==> config.mk <==
export PLATFORM = sky130hd
export DESIGN_NAME = code_ram_instr_responder
export DESIGN_NICKNAME = d
export VERILOG_FILES = /design/src/rtl/code_ram_instr_responder.sv
export SDC_FILE = /design/constraint.sdc
export NUM_CORES = 1
export LEC_CHECK = 0
export ABC_AREA = 0
export BUFFER_PORTS_ARGS = -buffer_cell sky130_fd_sc_hd__clkbuf_2
export CAP_MARGIN = 20
export CORE_MARGIN = 3
export CORE_UTILIZATION = 34
export DETAILED_ROUTE_END_ITERATION = 8
export PLACE_DENSITY = 0.8
export SKIP_CTS_REPAIR_TIMING = 1
export SYNTH_ARGS = -nofsm -noshare
export SYNTH_HDL_FRONTEND = slang
export SYNTH_SLANG_ARGS = --single-unit
export TNS_END_PERCENT = 50
==> constraint.sdc <==
create_clock -name clk -period 2.1 [get_ports clk]
set_input_delay 0.21 -clock clk [delete_from_list [all_inputs] [get_ports clk]]
set_output_delay 0.21 -clock clk [all_outputs]
set_load 0.02 [all_outputs]
==> src/rtl/code_ram_instr_responder.sv <==
// ---------------------------------------------------------------------------
// code_ram_instr_responder
//
// Instruction-bus slave for one code RAM region. It accepts a fetch with the
// core's req/gnt/rvalid handshake and waits WAIT_STATES cycles. It then reads
// one 32-bit word from a synchronous single-port SRAM and returns it as a
// one-cycle rvalid pulse. Only one transaction is outstanding at a time.
//
// Parameters:
//   ADDR_WIDTH  - SRAM word-address width; region is 4*2^ADDR_WIDTH bytes
//   BASE_ADDR   - byte base address of the region, aligned to region size
//   WAIT_STATES - extra cycles between grant and SRAM access (0..15)
//
// Ports:
//   clk           in   clock, rising edge
//   rst           in   synchronous active-high reset
//   instr_req     in   fetch request, held until granted
//   instr_addr    in   byte address, stable while instr_req is high
//   instr_gnt     out  request accepted this cycle (combinational)
//   instr_rvalid  out  one-cycle response pulse
//   instr_rdata   out  read data, 0 when instr_rvalid is low
//   instr_err     out  error response, qualified by instr_rvalid
//   mem_req       out  SRAM read enable, one cycle per access
//   mem_addr      out  SRAM word address, 0 when mem_req is low
//   mem_rdata     in   SRAM data, valid the cycle after mem_req
//
// Optional feature, macro CODE_RAM_RESP_ERR_EN:
//   When defined, the responder checks the address at grant time. An address
//   outside the region or one that is not word aligned is answered on the
//   next cycle with instr_err=1 and rdata=0. No SRAM access is made for it.
//   When undefined, addresses alias modulo the region size and instr_err is 0.
// ---------------------------------------------------------------------------
module code_ram_instr_responder #(
    parameter int          ADDR_WIDTH  = 12,
    parameter logic [31:0] BASE_ADDR   = 32'h0001_0000,
    parameter int          WAIT_STATES = 1
) (
    input  logic                  clk,
    input  logic                  rst,
    input  logic                  instr_req,
    input  logic [31:0]           instr_addr,
    output logic                  instr_gnt,
    output logic                  instr_rvalid,
    output logic [31:0]           instr_rdata,
    output logic                  instr_err,
    output logic                  mem_req,
    output logic [ADDR_WIDTH-1:0] mem_addr,
    input  logic [31:0]           mem_rdata
);

    typedef enum logic [1:0] {
        IDLE,
        WAIT,
        MEM,
        RESP
    } state_t;

    state_t                state_q, state_d;
    logic [3:0]            cnt_q, cnt_d;
    logic [ADDR_WIDTH-1:0] addr_q, addr_d;
    logic                  gnt_int;
    logic                  addr_bad;

`ifdef CODE_RAM_RESP_ERR_EN
    localparam int HI = ADDR_WIDTH + 2;

    logic err_q, err_d;

    // The region is aligned to its own size, so an in-range address is one
    // whose upper bits match the base address.
    assign addr_bad = (instr_addr[31:HI] != BASE_ADDR[31:HI]) ||
                      (instr_addr[1:0] != 2'b00);
`else
    logic unused_cfg;

    // Without the check, only the word-index bits of the address matter.
    assign addr_bad   = 1'b0;
    assign unused_cfg = ^{instr_addr[31:ADDR_WIDTH+2], instr_addr[1:0], BASE_ADDR};
`endif

    // State register. Reset drops any in-flight transaction, so no late
    // mem_req or rvalid can follow it.
    always_ff @(posedge clk) begin
        if (rst) begin
            state_q <= IDLE;
            cnt_q   <= '0;
            addr_q  <= '0;
`ifdef CODE_RAM_RESP_ERR_EN
            err_q   <= 1'b0;
`endif
        end else begin
            state_q <= state_d;
            cnt_q   <= cnt_d;
            addr_q  <= addr_d;
`ifdef CODE_RAM_RESP_ERR_EN
            err_q   <= err_d;
`endif
        end
    end

    // Next-state and output logic. A grant can happen in IDLE or in RESP.
    // Both cases share the same accept path below, so back-to-back fetches
    // cost no idle cycle. All outputs are forced low while reset is held.
    always_comb begin
        state_d      = state_q;
        cnt_d        = cnt_q;
        addr_d       = addr_q;
        gnt_int      = 1'b0;
        instr_rvalid = 1'b0;
        instr_rdata  = '0;
        instr_err    = 1'b0;
        mem_req      = 1'b0;
        mem_addr     = '0;
`ifdef CODE_RAM_RESP_ERR_EN
        err_d        = err_q;
`endif

        case (state_q)
            IDLE: begin
                gnt_int = instr_req;
            end
            WAIT: begin
                cnt_d = cnt_q - 4'd1;
                if (cnt_q <= 4'd1) begin
                    state_d = MEM;
                end
            end
            MEM: begin
                mem_req  = 1'b1;
                mem_addr = addr_q;
                state_d  = RESP;
            end
            RESP: begin
                instr_rvalid = 1'b1;
`ifdef CODE_RAM_RESP_ERR_EN
                instr_err    = err_q;
                instr_rdata  = err_q ? 32'd0 : mem_rdata;
`else
                instr_rdata  = mem_rdata;
`endif
                gnt_int      = instr_req;
                state_d      = IDLE;
            end
            default: begin
                state_d = IDLE;
            end
        endcase

        if (rst) begin
            gnt_int      = 1'b0;
            instr_rvalid = 1'b0;
            instr_rdata  = '0;
            instr_err    = 1'b0;
            mem_req      = 1'b0;
            mem_addr     = '0;
        end

        // Accept path: latch the word address, then pick the first state of
        // the new transaction.
        if (gnt_int) begin
            addr_d = instr_addr[ADDR_WIDTH+1:2];
`ifdef CODE_RAM_RESP_ERR_EN
            err_d  = 1'b0;
`endif
            if (addr_bad) begin
`ifdef CODE_RAM_RESP_ERR_EN
                err_d = 1'b1;
`endif
                state_d = RESP;
            end else if (WAIT_STATES == 0) begin
                state_d = MEM;
            end else begin
                state_d = WAIT;
                cnt_d   = 4'(WAIT_STATES);
            end
        end
    end

    assign instr_gnt = gnt_int;

endmodule
==> flow_summary.ini <==
[run_status]
status = completed

[grt]
grt_max_degree = 34
overflow = 0
grt_pass1_vias = 916
antenna_found_initial = 0
grt_usage_pct = 13.7
grt_pass1_wl_microns = 3880

[cts]
clockBufferDepth = 2
cts.sink_count = 18
clk_latency_ns = 0.28
h-tree-depth = 1
cts_tree = yes
root_buffer = clkbuf_4
cts_buffers = 3
cts.clk_slew.worst_paths_ns = 0.10

[floorplan]
rows = 19
coreArea_sq_um = 2880
die_y_microns = 61.9
io_pins = 115
die_w_microns = 61.9
initial_core_util_pct = 36.9
dieArea_sq_um = 3830

[yosys]
syn-instance-count = 121
synth_cell_type_count = 25
syn-num-nets = 195
ys_ff_latch = 18
syn-cell-area_sq_um = 1060
synth_seq_area_share_pct = 33.9
postSynthAreaPerCell_sq_um = 8.78
synth_warnings = 0

[cells_and_area]
nFillCells = 290
stdcell_count = 255
area_growth_pct = 50.2
diodes = 0
final_area_sq_um = 1600
fin_nets = 288
drive_gt1_share_pct = 48.8

[worst_setup_path]
crit_chain = inv_1, ha_1, nor2b_2, nor2b_4, clkbuf_2
required_ns = 1.89
crit_type = reg2out
worstSetupEndpointType = output pin
critical_path.max_stage_delay_ns = 0.42
rrSetupSlack_ns = 0.29
cp.arrival_ns = 1.74
worst_setup_path_start_kind = flop
cp_slowest_cell = dfxtp_1
path_max_fanout = 6

[route]
antenna_left = 0
wl_per_cell_microns = 11.2
routedLengthMet1_microns = 1040
wl_met3_microns = 365
dr_wl_met2_microns = 1450
via_per_inst = 4.43
drc = 0
firstDrtPassIters = 3
wl_microns = 2870
first_iter_violations = 35
maxUsedRoutingLayer = met4
vias = 1129

[pwr]
ir_worst_vdd_uv = 419
p_leak_nw = 0.885
power.density_nw_per_um2 = 724

[timing]
fin_crit_sh_pct = 92.9
setup_tns_ns = 0
worst_slack_ns = 0.150
worst_pin_slew_ns = 0.744
finClkSkew_ns = 0.00543
min_period_ns = 1.95
rsz0062_at_grt = false
hold_viol = 0
whs_ns = 0.132
slew_headroom_pct = 50.2
finalSetupViolCount = 0
fmax_mhz = 513
drv_slew = 0

[place]
dp.cells = 251
dpl_cell_area_sq_um = 1550
preCtsSetupSlack_ns = 0.263
portBuffers = 93
gp_congestion = 0.792
post-dp-hpwl_microns = 2450

[run]
drv_cap = 0

[worst_hold_path]
hold_path.class = in2reg
-- state kept, by name, indices dropped and copies added, names as in the netlist --
name,cells
addr_q,12
cnt_q,4
state_q,2
-- cell usage after synthesis --
| master | count | area share, % |
|---|---|---|
| a211oi_1 | 1 | 0.71 |
| xor2_1 | 2 | 1.6 |
| a22o_1 | 12 | 9.9 |
| or2_2 | 1 | 0.59 |
| inv_1 | 4 | 1.4 |
| buf_6 | 2 | 2.1 |
| buf_4 | 1 | 0.71 |
| nor2b_1 | 2 | 1.2 |
| nor2b_2 | 2 | 1.6 |
| o21ai_0 | 1 | 0.47 |
| nor3b_1 | 1 | 0.71 |
| nor4_1 | 3 | 1.8 |
| nor4b_1 | 1 | 0.82 |
| buf_2 | 2 | 0.94 |
| ha_1 | 7 | 8.2 |
| clkbuf_1 | 3 | 1.1 |
| xnor2_1 | 1 | 0.82 |
| o31a_1 | 1 | 0.82 |
| nand2_1 | 1 | 0.35 |
| a21oi_1 | 1 | 0.47 |
| or3_1 | 1 | 0.59 |
| and2_1 | 44 | 26 |
| conb_1 | 1 | 0.35 |
| nor2_1 | 8 | 2.8 |
| dfxtp_1 | 18 | 34 |
-- report_power, final --
part | internal (mW) | switching, mW | total, mW | leakage [nW]
combinational | 0.223 | 0.248 | 0.471 | 0.716
clock | 0.105 | 0.0974 | 0.203 | 0.0210
sequential | 0.423 | 0.0586 | 0.482 | 0.148
-- layout by cell type (no fill, tap or decap), drive strengths merged --
master | Yosys | final
or2 | 1 | 1
buf | 5 | 3
nor3b | 1 | 1
a211oi | 1 | 1
and2 | 44 | 44
nor4b | 1 | 1
xnor2 | 1 | 1
o31a | 1 | 1
nor4 | 3 | 3
xor2 | 2 | 2
nand2 | 1 | 1
dfxtp | 18 | 18
clkbuf | 3 | 97
inv | 4 | 4
or3 | 1 | 1
ha | 7 | 7
a21oi | 1 | 1
nor2b | 4 | 4
conb | 1 | 1
o21ai | 1 | 1
nor2 | 8 | 8
a22o | 12 | 12
-- path summary, 6_finish.rpt --
check / end / from / cells after the start
worst min register to register: addr_q[0] / addr_q[0] / 1
worst min-delay path: addr_q[2] / instr_addr[4] / 2
worst max register to register: addr_q[10] / state_q[0] / 5
worst max-delay path: instr_gnt / state_q[0] / 5
-- cells by family (layout without fill, tap and decap cells) --
family,count (synthesis),count (layout),share of synthesized area (%)
fa+ha+maj,7,7,8.24
xor+xnor,3,3,2.47
compound gates,16,16,12.4
flops,18,18,33.9
other cells,1,1,0.353
simple gates,64,64,36.4
buf+inv,12,104,6.24
-- area by class of cell --
cell class / count / area [sq um] / share of cell area (%)
repair buffers: 96 / 488 / 30.6
clock buffers: 4 / 36.3 / 2.27
well taps: 42 / 52.6 / 3.29
flip-flops and latches: 18 / 360 / 22.6
multi-input cells: 91 / 643 / 40.3
inverters: 4 / 15.0 / 0.941
-- critical path: cells and delay by family, from the launching register on --
family        cells  cell delay, ns
fa+ha+maj         1            0.36
buf+inv           2            0.31
flops             1            0.42
simple gates      2            0.37
-- metal layers --
layer  vias up  global-route usage (%)
li1        578                       -
met1       488                    14.6
met2        61                    26.5
met3         2                    2.69
met4         0                    4.55
met5         -                       0
-- metrics by stage --
step	util [%]	power [mW]
after floorplan	-	0.827
after global placement	53.9	0.935
after detailed placement	53.9	0.956
after CTS	55.2	1.17
after global routing	55.5	1.25
final	55.5	1.16
Note: power is estimated with default switching activity, not from simulation.
